==> src/rtl/sdram_rr_arbiter_if.sv <==
// Requester-side and controller-side Avalon-MM signals of the SDRAM arbiter.
// req_lock exists only when SDRAM_ARB_LOCK_EN is defined.
interface sdram_rr_arbiter_if #(
    parameter int N_REQ = 4,
    parameter int AW    = 25,
    parameter int DW    = 16
);
    logic [N_REQ*AW-1:0]   req_address;
    logic [N_REQ-1:0]      req_read;
    logic [N_REQ-1:0]      req_write;
    logic [N_REQ*DW-1:0]   req_writedata;
    logic [N_REQ*DW/8-1:0] req_byteenable;
    logic [N_REQ-1:0]      req_waitrequest;
    logic [DW-1:0]         req_readdata;
    logic [N_REQ-1:0]      req_readdatavalid;
`ifdef SDRAM_ARB_LOCK_EN
    logic [N_REQ-1:0]      req_lock;
`endif
    logic [AW-1:0]         m_address;
    logic                  m_read;
    logic                  m_write;
    logic [DW-1:0]         m_writedata;
    logic [DW/8-1:0]       m_byteenable;
    logic                  m_waitrequest;
    logic [DW-1:0]         m_readdata;
    logic                  m_readdatavalid;

    modport slave (
`ifdef SDRAM_ARB_LOCK_EN
        input  req_lock,
`endif
        input  req_address, req_read, req_write,
        input  req_writedata, req_byteenable,
        output req_waitrequest, req_readdata, req_readdatavalid,
        output m_address, m_read, m_write,
        output m_writedata, m_byteenable,
        input  m_waitrequest, m_readdata, m_readdatavalid
    );

    modport master (
`ifdef SDRAM_ARB_LOCK_EN
        output req_lock,
`endif
        output req_address, req_read, req_write,
        output req_writedata, req_byteenable,
        input  req_waitrequest, req_readdata, req_readdatavalid,
        input  m_address, m_read, m_write,
        input  m_writedata, m_byteenable,
        output m_waitrequest, m_readdata, m_readdatavalid
    );
endinterface

==> src/rtl/sdram_rr_arbiter.sv <==
// Round-robin Avalon-MM arbiter in front of one SDRAM controller, with read-ID FIFO.
// Optional locked bursts when SDRAM_ARB_LOCK_EN is defined.
module sdram_rr_arbiter #(
    parameter int N_REQ    = 4,
    parameter int AW       = 25,
    parameter int DW       = 16,
    parameter int MAX_PEND = 4
`ifdef SDRAM_ARB_LOCK_EN
    ,
    parameter int LOCK_MAX = 4
`endif
) (
    input  logic                   clk_clk,
    input  logic                   reset_reset_n,
    sdram_rr_arbiter_if.slave      bus,
    output logic                   err_orphan
);
    localparam int GW = $clog2(N_REQ);
    localparam int PW = $clog2(MAX_PEND);
    localparam int BW = DW / 8;

    typedef enum logic {IDLE, BUSY} state_t;

    state_t         state, state_nxt;
    logic [GW-1:0]  gnt, gnt_nxt;
    logic [GW-1:0]  ptr, ptr_nxt;
    logic [GW-1:0]  fifo [MAX_PEND];
    logic [PW-1:0]  wr_ptr, rd_ptr;
    logic [PW:0]    count;
    logic           full, empty;
    logic           push, pop;
    logic           cmd_rd, cmd_wr, accept;
    logic [N_REQ-1:0] pending;
`ifdef SDRAM_ARB_LOCK_EN
    localparam int LW = $clog2(LOCK_MAX + 1);
    logic [LW-1:0]  lock_cnt, lock_nxt;
`endif

    assign full  = (count == (PW+1)'(MAX_PEND));
    assign empty = (count == '0);

    // Read wins over write on the same requester; a read is held off while the FIFO is full.
    assign cmd_rd = (state == BUSY) && bus.req_read[gnt] && !full;
    assign cmd_wr = (state == BUSY) && bus.req_write[gnt] && !bus.req_read[gnt];
    assign accept = (cmd_rd || cmd_wr) && !bus.m_waitrequest;
    assign push   = accept && cmd_rd;
    assign pop    = bus.m_readdatavalid && !empty;

    always_comb begin
        for (int i = 0; i < N_REQ; i++) begin
            pending[i] = bus.req_read[i] ? !full : bus.req_write[i];
        end
    end

    always_comb begin
        bus.m_address       = '0;
        bus.m_writedata     = '0;
        bus.m_byteenable    = '0;
        bus.m_read          = cmd_rd;
        bus.m_write         = cmd_wr;
        bus.req_waitrequest = '1;
        bus.req_readdatavalid = '0;
        bus.req_readdata    = bus.m_readdata;
        if (state == BUSY) begin
            bus.m_address    = bus.req_address[int'(gnt)*AW +: AW];
            bus.m_writedata  = bus.req_writedata[int'(gnt)*DW +: DW];
            bus.m_byteenable = bus.req_byteenable[int'(gnt)*BW +: BW];
        end
        if (accept) begin
            bus.req_waitrequest[gnt] = 1'b0;
        end
        if (pop) begin
            bus.req_readdatavalid[fifo[rd_ptr]] = 1'b1;
        end
    end

    always_comb begin
        logic found;
        state_nxt = state;
        gnt_nxt   = gnt;
        ptr_nxt   = ptr;
        found     = 1'b0;
`ifdef SDRAM_ARB_LOCK_EN
        lock_nxt  = lock_cnt;
`endif
        unique case (state)
            IDLE: begin
`ifdef SDRAM_ARB_LOCK_EN
                lock_nxt = '0;
`endif
                for (int k = 1; k <= N_REQ; k++) begin
                    int idx;
                    idx = (int'(ptr) + k) % N_REQ;
                    if (!found && pending[idx]) begin
                        gnt_nxt = GW'(idx);
                        found   = 1'b1;
                    end
                end
                if (found) state_nxt = BUSY;
            end
            BUSY: begin
                // Nothing issuable on the owner: release the bus.
                if (!(cmd_rd || cmd_wr)) begin
                    state_nxt = IDLE;
                    ptr_nxt   = gnt;
`ifdef SDRAM_ARB_LOCK_EN
                    lock_nxt  = '0;
`endif
                end else if (accept) begin
                    state_nxt = IDLE;
                    ptr_nxt   = gnt;
`ifdef SDRAM_ARB_LOCK_EN
                    lock_nxt  = '0;
                    if (bus.req_lock[gnt] && lock_cnt < LW'(LOCK_MAX - 1)) begin
                        state_nxt = BUSY;
                        lock_nxt  = lock_cnt + LW'(1);
                    end
`endif
                end
            end
            default: state_nxt = IDLE;
        endcase
    end

    always_ff @(posedge clk_clk or negedge reset_reset_n) begin
        if (!reset_reset_n) begin
            state      <= IDLE;
            gnt        <= '0;
            ptr        <= GW'(N_REQ - 1);
            wr_ptr     <= '0;
            rd_ptr     <= '0;
            count      <= '0;
            err_orphan <= 1'b0;
`ifdef SDRAM_ARB_LOCK_EN
            lock_cnt   <= '0;
`endif
        end else begin
            state <= state_nxt;
            gnt   <= gnt_nxt;
            ptr   <= ptr_nxt;
`ifdef SDRAM_ARB_LOCK_EN
            lock_cnt <= lock_nxt;
`endif
            if (push) wr_ptr <= wr_ptr + PW'(1);
            if (pop)  rd_ptr <= rd_ptr + PW'(1);
            unique case ({push, pop})
                2'b10:   count <= count + (PW+1)'(1);
                2'b01:   count <= count - (PW+1)'(1);
                default: count <= count;
            endcase
            if (bus.m_readdatavalid && empty) err_orphan <= 1'b1;
        end
    end

    always_ff @(posedge clk_clk) begin
        if (push) fifo[wr_ptr] <= gnt;
    end
endmodule

==> src/flat_wrapper.sv <==
// flat-port wrapper written by rule: the top's interface ports become plain ports
module sdram_rr_arbiter_flat 
#(
    parameter int N_REQ    = 4,
    parameter int AW       = 25,
    parameter int DW       = 16,
    parameter int MAX_PEND = 4

)
  (clk_clk, reset_reset_n, err_orphan, bus_req_address, bus_req_read, bus_req_write, bus_req_writedata, bus_req_byteenable, bus_req_waitrequest, bus_req_readdata, bus_req_readdatavalid, bus_m_address, bus_m_read, bus_m_write, bus_m_writedata, bus_m_byteenable, bus_m_waitrequest, bus_m_readdata, bus_m_readdatavalid);
  sdram_rr_arbiter_if #(.N_REQ(N_REQ), .AW(AW), .DW(DW)) bus_i ();
  input  logic clk_clk;
  input  logic reset_reset_n;
  output logic err_orphan;
  input wire logic [$bits(bus_i.req_address)-1:0] bus_req_address;
  input wire logic [$bits(bus_i.req_read)-1:0] bus_req_read;
  input wire logic [$bits(bus_i.req_write)-1:0] bus_req_write;
  input wire logic [$bits(bus_i.req_writedata)-1:0] bus_req_writedata;
  input wire logic [$bits(bus_i.req_byteenable)-1:0] bus_req_byteenable;
  output wire logic [$bits(bus_i.req_waitrequest)-1:0] bus_req_waitrequest;
  output wire logic [$bits(bus_i.req_readdata)-1:0] bus_req_readdata;
  output wire logic [$bits(bus_i.req_readdatavalid)-1:0] bus_req_readdatavalid;
  output wire logic [$bits(bus_i.m_address)-1:0] bus_m_address;
  output wire logic [$bits(bus_i.m_read)-1:0] bus_m_read;
  output wire logic [$bits(bus_i.m_write)-1:0] bus_m_write;
  output wire logic [$bits(bus_i.m_writedata)-1:0] bus_m_writedata;
  output wire logic [$bits(bus_i.m_byteenable)-1:0] bus_m_byteenable;
  input wire logic [$bits(bus_i.m_waitrequest)-1:0] bus_m_waitrequest;
  input wire logic [$bits(bus_i.m_readdata)-1:0] bus_m_readdata;
  input wire logic [$bits(bus_i.m_readdatavalid)-1:0] bus_m_readdatavalid;
  assign bus_i.req_address = bus_req_address;
  assign bus_i.req_read = bus_req_read;
  assign bus_i.req_write = bus_req_write;
  assign bus_i.req_writedata = bus_req_writedata;
  assign bus_i.req_byteenable = bus_req_byteenable;
  assign bus_req_waitrequest = bus_i.req_waitrequest;
  assign bus_req_readdata = bus_i.req_readdata;
  assign bus_req_readdatavalid = bus_i.req_readdatavalid;
  assign bus_m_address = bus_i.m_address;
  assign bus_m_read = bus_i.m_read;
  assign bus_m_write = bus_i.m_write;
  assign bus_m_writedata = bus_i.m_writedata;
  assign bus_m_byteenable = bus_i.m_byteenable;
  assign bus_i.m_waitrequest = bus_m_waitrequest;
  assign bus_i.m_readdata = bus_m_readdata;
  assign bus_i.m_readdatavalid = bus_m_readdatavalid;
  sdram_rr_arbiter #(.N_REQ(N_REQ), .AW(AW), .DW(DW), .MAX_PEND(MAX_PEND)) u_core (.clk_clk(clk_clk), .reset_reset_n(reset_reset_n), .bus(bus_i), .err_orphan(err_orphan));
endmodule
==> config.mk <==
export PLATFORM = sky130hd
export DESIGN_NAME = sdram_rr_arbiter_flat
export DESIGN_NICKNAME = d
export VERILOG_FILES = /design/src/rtl/sdram_rr_arbiter_if.sv /design/src/rtl/sdram_rr_arbiter.sv /design/src/flat_wrapper.sv
export SDC_FILE = /design/constraint.sdc
export NUM_CORES = 1
export LEC_CHECK = 0
export CORE_AREA = 5 5 100 102
export DETAILED_ROUTE_END_ITERATION = 12
export DIE_AREA = 0 0 105 107
export PLACE_DENSITY = 0.82
export SETUP_SLACK_MARGIN = 0.4
export SYNTH_ARGS = -nofsm -noshare
export SYNTH_HDL_FRONTEND = slang
export SYNTH_SLANG_ARGS = --single-unit
==> constraint.sdc <==
create_clock -name clk_clk -period 6.04 [get_ports clk_clk]
set_input_delay 0.906 -clock clk_clk [delete_from_list [all_inputs] [get_ports clk_clk]]
set_output_delay 0.906 -clock clk_clk [all_outputs]
set_load 0.005 [all_outputs]
==> results by group, run 1 <==
STA
  • Crit path time final: 4050 ps
  • Worst setup margin: 1990 ps
  • F_max: 0.247 GHz
  • RSZ-0062 raised after global routing: false
  • Final Hold Vio Count: 0
  • Pins over their slew limit: 0
  • Clock Skew: 3.93 ps
  • Total Negative Setup Slacks: 0 ps
  • Setup violators final: 0
  • Slew Limit Headroom: 0.368
  • Fin crit share: 0.670
  • Slew @ Worst Pin: 948 ps

Clocking
  • CTS Hold Buffers Added: 0
  • H-tree depth: 1
  • Post-CTS setup buffers: 0
  • TritonCTS clock tree: yes
  • Clock Pin Slew Worst Setup and Hold Paths: 80 ps
  • Post-CTS Resized: 0
  • CTS max path bufs: 2
  • Clock Root Buffer: clkbuf_8
  • Clk Latency, worst-skew pair: 260 ps
  • Clock Sinks: 21
  • TritonCTS Buffers: 3

Global routing
  • Vias in the first global route: 3215
  • Gr ovfl total: 0
  • Initial antenna violation count: 0
  • GRT Overall Usage: 0.197
  • First-pass GRT wire length: 17700 um
  • Pin count of the biggest net entering global routing: 56

Final layout
  • Share of layout cells above drive strength 1: 0.147
  • Area occupied by multi-input gates: 0.00194 sq mm
  • Fin nets: 657
  • Fillers: 773
  • Diode count: 0
  • Final core occ: 0.567
  • Seq. cell area: 573 sq um
  • Area Overhead vs Synth: 86.2%
  • Fin area: 0.00511 sq mm

Drt
  • Iter 0 DRT Violations: 95
  • Total Wirelength: 11400 um
  • DRC: 0
  • Detail Route Antenna Nets: 0
  • Vias: 2843
  • Via-to-Cell Ratio: 5.07
  • WL/cell: 20.2 um
  • Initial DRT Pass Iterations: 4

Synth
  • Synth Register Bits: 21
  • Synth Area in XOR/XNOR: 0.0191
  • Dominant cells by area after synthesis: mux4_2 39%, and2_1 10%, dfrtp_1 10%
  • Top cells by count, synth: 47 x mux4_2, 45 x and2_1, 17 x buf_4, 13 x nor2_1
  • Synth Cell Area: 0.00275 sq mm
  • Post-synth top area share: 0.386
  • Async S/R FF share, synth: 0.619
  • Post-Syn Nets: 448
  • Synth warn: 0
  • Main combinational cell family by area after synthesis: multiplexers
  • Most numerous cell in the Yosys netlist: mux4_2
  • Synth Area in Adders: 0.0301
  • Post-synth EDFFs: 8
  • Main synth FF type: dfrtp_1
  • Synth area leader: mux4_2
  • Register area share after synthesis: 0.207
  • Synth Area in Compound Gates: 0.0479
  • Simple-gate share of the synthesized area: 0.208
  • Mux contribution to synthesized area: 0.400
  • Cell variety after synth: 47
  • Mean area per synthesized cell: 11.3 sq um
  • Gate Count Post-Synth: 242

Setup path
  • Kind of critical path: flop to output port
  • Buf+Inv Stages, Crit Path: 2
  • Critical Path Sink Type: output port
  • Critical path cell sequence: mux4_2 -> nor2b_2 -> o21ai_1 -> inv_1 -> nand3_1 -> clkdlybuf4s50_1
  • Critical path data arrival time: 3140 ps
  • Kind of start point of the critical path: flop
  • Crit-path slowest cell: dfrtp_4
  • Crit-path max cell delay: 1060 ps
  • Top delay family on crit path: flip-flops
  • Critical Path RT: 5130 ps
  • Critical Path Fanout Max: 55

Hold path
  • Hold Crit Class: flop to flop

Placed design
  • Placed Area: 0.00507 sq mm
  • Gpl congestion: 0.869
  • IO buf count: 237
  • Pre-CTS setup slack: 1990 ps
  • Hpwl dp: 9610 um

Power and ir drop
  • P per Cell Area: 350 mW/mm^2
  • Maximum VDD drop: 184 uV
  • Leak: 1.88 nW
  • Overall Power: 1.79 mW

Floorplanning
  • Die width: 105 um
  • Initial Utilization: 0.304
  • FP Rows: 35
  • Core Region: 0.00902 sq mm
  • Die Ht: 107 um
  • Top-level I/O count: 270
  • Area of the die: 0.0112 sq mm

Flow run
  • Max_cap viols: 0

Run status
  • Status: finished, final reports clean
## worst paths after layout
kind | start | depth (start not counted) | end | slack (ps)
setup / recovery | u_core.gnt[0] | 6 | bus_req_waitrequest[3] | 1990
hold / removal | u_core.err_orphan | 1 | u_core.err_orphan | 460
setup reg to reg | u_core.gnt[0] | 10 | u_core.count[2] | 2960
hold reg to reg | u_core.err_orphan | 1 | u_core.err_orphan | 460
max in group asynchronous | reset_reset_n | 1 | u_core.gnt[0] | 4610
min in group asynchronous | reset_reset_n | 1 | u_core.err_orphan | 1010
## per-layer routing
metal	GRT usage	routed length [um]	vias to the layer above
met3	0.0741	1060	15
met2	0.364	6220	129
met4	0.0429	165	0
met1	0.212	3900	1389
met5	0	0	-
li1	-	-	1310
## cell usage in the layout (no fill, tap or decap), types with 4 or more instances in the layout
master           netlist  layout
nand2_1                8       8
and2_1                45      45
nand2b_1               4       4
mux4_2                47      47
inv_1                  8       8
edfxtp_1               8       8
dfrtp_1               11       9
and3_1                 6       6
nor2_1                13      13
clkdlybuf4s50_1        0     237
ha_1                   5       5
## state kept, by name, indices dropped and copies added (netlist names)
register,flops
u_core.ptr,2
u_core.err_orphan,1
u_core.fifo,8
u_core.gnt,2
u_core.count,3
u_core.wr_ptr,2
u_core.state,1
u_core.rd_ptr,2
## final cells by class
cell class,instances,share of cell area
sequential,21,0.112
clock inverter,1,0.000979
tap,111,0.0272
timing repair buffer,239,0.467
inverter,8,0.00587
clock buffer,3,0.00808
multi-input combinational,178,0.379
## cells by family after synthesis
kind of cell             count (synthesis)
flip-flops                              21
XOR/XNOR                                 6
buffers and inverters                   43
AO/OA/AOI/OAI                           18
adder cells (fa/ha/maj)                  6
AND/OR/NAND/NOR                         98
multiplexers                            50
## power breakdown
group	internal [mW]	switching, mW	leakage [nW]	total [mW]
clock network	0.0460	0.0465	0.0255	0.0925
registers	0.216	0.146	0.218	0.361
logic	0.880	0.457	1.64	1.34
## metrics by stage
stage          instances  hold WS, ps
2_1_floorplan        242          451
3_3_place_gp         557          438
3_5_place_dp         557          443
4_1_cts              561          462
5_1_grt              561          499
6_report             561          458
No activity file was read; power rests on OpenSTA's default activity.
==> run 2, diff against run 1 <==
--- a/config.mk
+++ b/config.mk
@@ -5,10 +5,10 @@
 export SDC_FILE = /design/constraint.sdc
 export NUM_CORES = 1
 export LEC_CHECK = 0
-export CORE_AREA = 5 5 100 102
+export CORE_MARGIN = 5
+export CORE_UTILIZATION = 31
 export DETAILED_ROUTE_END_ITERATION = 12
-export DIE_AREA = 0 0 105 107
-export PLACE_DENSITY = 0.82
+export PLACE_DENSITY = 0.83
 export SETUP_SLACK_MARGIN = 0.4
 export SYNTH_ARGS = -nofsm -noshare
 export SYNTH_HDL_FRONTEND = slang
==> constraint.sdc (replaced) <==
create_clock -name clk_clk -period 3.9 [get_ports clk_clk]
set_input_delay 0.585 -clock clk_clk [delete_from_list [all_inputs] [get_ports clk_clk]]
set_output_delay 0.585 -clock clk_clk [all_outputs]
set_load 0.005 [all_outputs]
==> run 2 against run 1 <==
Global-route usage rose by 1.1 points. Combinational power rose by 60%. First-iteration DRC count decreased by 26%. Final area grew 0.22%. Clock skew down 1.5 ps. Sequential power up 41%. Count of clock-buffer cells in the layout is the same. Clock power increased by 52%. Via count increased by 1.9%. Utilization increased by 2.4 points. Worst setup slack worse by 1400 ps. Final cell count down 0.36%. Largest power group unchanged. Highest routed layer unchanged.
==> results by group, run 2 (synthesized netlist as in run 1, its figures left out) <==
Run status
  • Status: finished, final reports clean

Setup path
  • Kind of critical path: input port to output port
  • Critical path data arrival time: 2750 ps
  • Critical Path Fanout Max: 6
  • Critical Path Sink Type: output port
  • Critical Path RT: 3310 ps
  • Kind of start point of the critical path: input port

Final layout
  • Largest register FFs: 8
  • Most common cell after layout, fill and taps aside: clkdlybuf4s50_1
  • Final core occ: 0.590
  • Area Overhead vs Synth: 86.6%
  • Most frequent cells in the layout: 237 x clkdlybuf4s50_1, 47 x mux4_2, 45 x and2_1
  • Diode count: 0
  • Seq. cell area: 573 sq um
  • Area occupied by multi-input gates: 0.00194 sq mm
  • Fillers: 717
  • Largest Register: u_core.fifo
  • Biggest regs: u_core.fifo (8), u_core.count (3)
  • Share of layout cells above drive strength 1: 0.151
  • Fin nets: 658

Floorplanning
  • Die width: 104 um
  • Core Region: 0.00868 sq mm
  • Area of the die: 0.0108 sq mm
  • Initial Utilization: 0.316
  • Top-level I/O count: 270
  • Die Ht: 104 um
  • FP Rows: 34

Power and ir drop
  • Seq pwr share: 0.183
  • P per Cell Area: 546 mW/mm^2
  • Switching share of total power: 0.364
  • Leak: 1.89 nW
  • Maximum VDD drop: 240 uV
  • Switching Power: 1.02 mW
  • Clock network fraction of design power: 0.050
  • Overall Power: 2.80 mW
  • Comb pwr share: 0.767
  • Power Internal: 1.78 mW

Global routing
  • GRT Overall Usage: 0.208
  • Gr ovfl total: 0
  • First-pass GRT wire length: 18200 um
  • Pin count of the biggest net entering global routing: 48
  • Vias in the first global route: 3264
  • Initial antenna violation count: 0

Placed design
  • IO buf count: 237
  • Gpl congestion: 0.865
  • Hpwl dp: 10000 um

Clocking
  • TritonCTS clock tree: yes
  • Clock Root Buffer: clkbuf_8
  • CTS Hold Buffers Added: 0
  • Clock Pin Slew Worst Setup and Hold Paths: 80 ps
  • Clock Sinks: 21
  • H-tree depth: 1
  • Clk Latency, worst-skew pair: 250 ps
  • CTS max path bufs: 2
  • TritonCTS Buffers: 3

STA
  • Clock Skew: 2.46 ps
  • Total Negative Setup Slacks: 0 ps
  • Slew @ Worst Pin: 602 ps
  • Setup violators final: 0
  • F_max: 0.300 GHz
  • Slew Limit Headroom: 0.597
  • Fin crit share: 0.855
  • Crit path time final: 3340 ps
  • Pins over their slew limit: 0
  • RSZ-0062 raised after global routing: false
  • Final Hold Vio Count: 0

Hold path
  • Hold Crit Class: flop to flop

Flow run
  • Max_cap viols: 0

Drt
  • Initial DRT Pass Iterations: 4
  • Detail Route Antenna Nets: 0
  • Total Wirelength: 11600 um
  • Via-to-Cell Ratio: 5.18
  • WL/cell: 20.8 um
  • DRC: 0
  • Iter 0 DRT Violations: 70
  • Vias: 2897
-- run 2: power groups by stage --
stage	Clock, mW	Combinational [mW]	Sequential, mW
after floorplan	0	1.30	0.405
after global placement	0	2.13	0.510
after detailed placement	0	2.16	0.516
after CTS	0.144	2.17	0.513
after global routing	0.155	2.32	0.536
final	0.141	2.14	0.510
-- run 2: path summary, 6_finish.rpt --
path                                    from                endpoint  slack, ps  cells after the start
setup / recovery             bus_req_read[3]  bus_req_waitrequest[0]        560                      6
min in group asynchronous      reset_reset_n       u_core.err_orphan        700                      1
hold / removal             u_core.err_orphan       u_core.err_orphan        450                      1
max in group asynchronous      reset_reset_n           u_core.gnt[0]       2750                      1
hold reg to reg            u_core.err_orphan       u_core.err_orphan        450                      1
setup reg to reg               u_core.gnt[1]         u_core.count[2]       1000                     10
-- run 2: worst max-delay path, cell delays in order --
cell and delay, ps:
clkdlybuf4s50_1 490, mux4_2 560, nor2b_2 210, o21ai_2 130, or3_1 330, clkdlybuf4s50_1 450
-- run 2: per-layer routing --
layer  wire length (um)  up-vias  share of wire  GRT usage
li1                   -     1317              -          -
met2               6370      147           0.55      0.388
met1               3950     1411           0.34      0.226
met3                993       22          0.085     0.0670
met4                306        0          0.026     0.0509
met5                  0        -              0          0
-- run 2: metrics by stage --
| step | cell area [sq um] | std cells | worst slack (ps) | hold WS (ps) |
|---|---|---|---|---|
| 2_1_floorplan | 2750 | 242 | 1370 | 289 |
| 3_3_place_gp | 5070 | 555 | 511 | 438 |
| 3_5_place_dp | 5070 | 555 | 463 | 443 |
| 4_1_cts | 5120 | 559 | 456 | 462 |
| 5_1_grt | 5120 | 559 | 441 | 475 |
| 6_report | 5120 | 559 | 564 | 455 |
-- run 2: timing repair --
item | 4_1_cts | 5_1_grt
buffers inserted | 0 | 0
gates resized for setup | 0 | 2
setup endpoints to repair | 0 | 18
-- run 2: layout make-up --
cell class | count | share of cell area
tap | 108 | 0.0264
sequential | 21 | 0.112
clock buffer | 3 | 0.00806
timing repair buffer | 240 | 0.468
clock inverter | 1 | 0.000977
inverter | 8 | 0.00586
multi-input combinational | 178 | 0.379
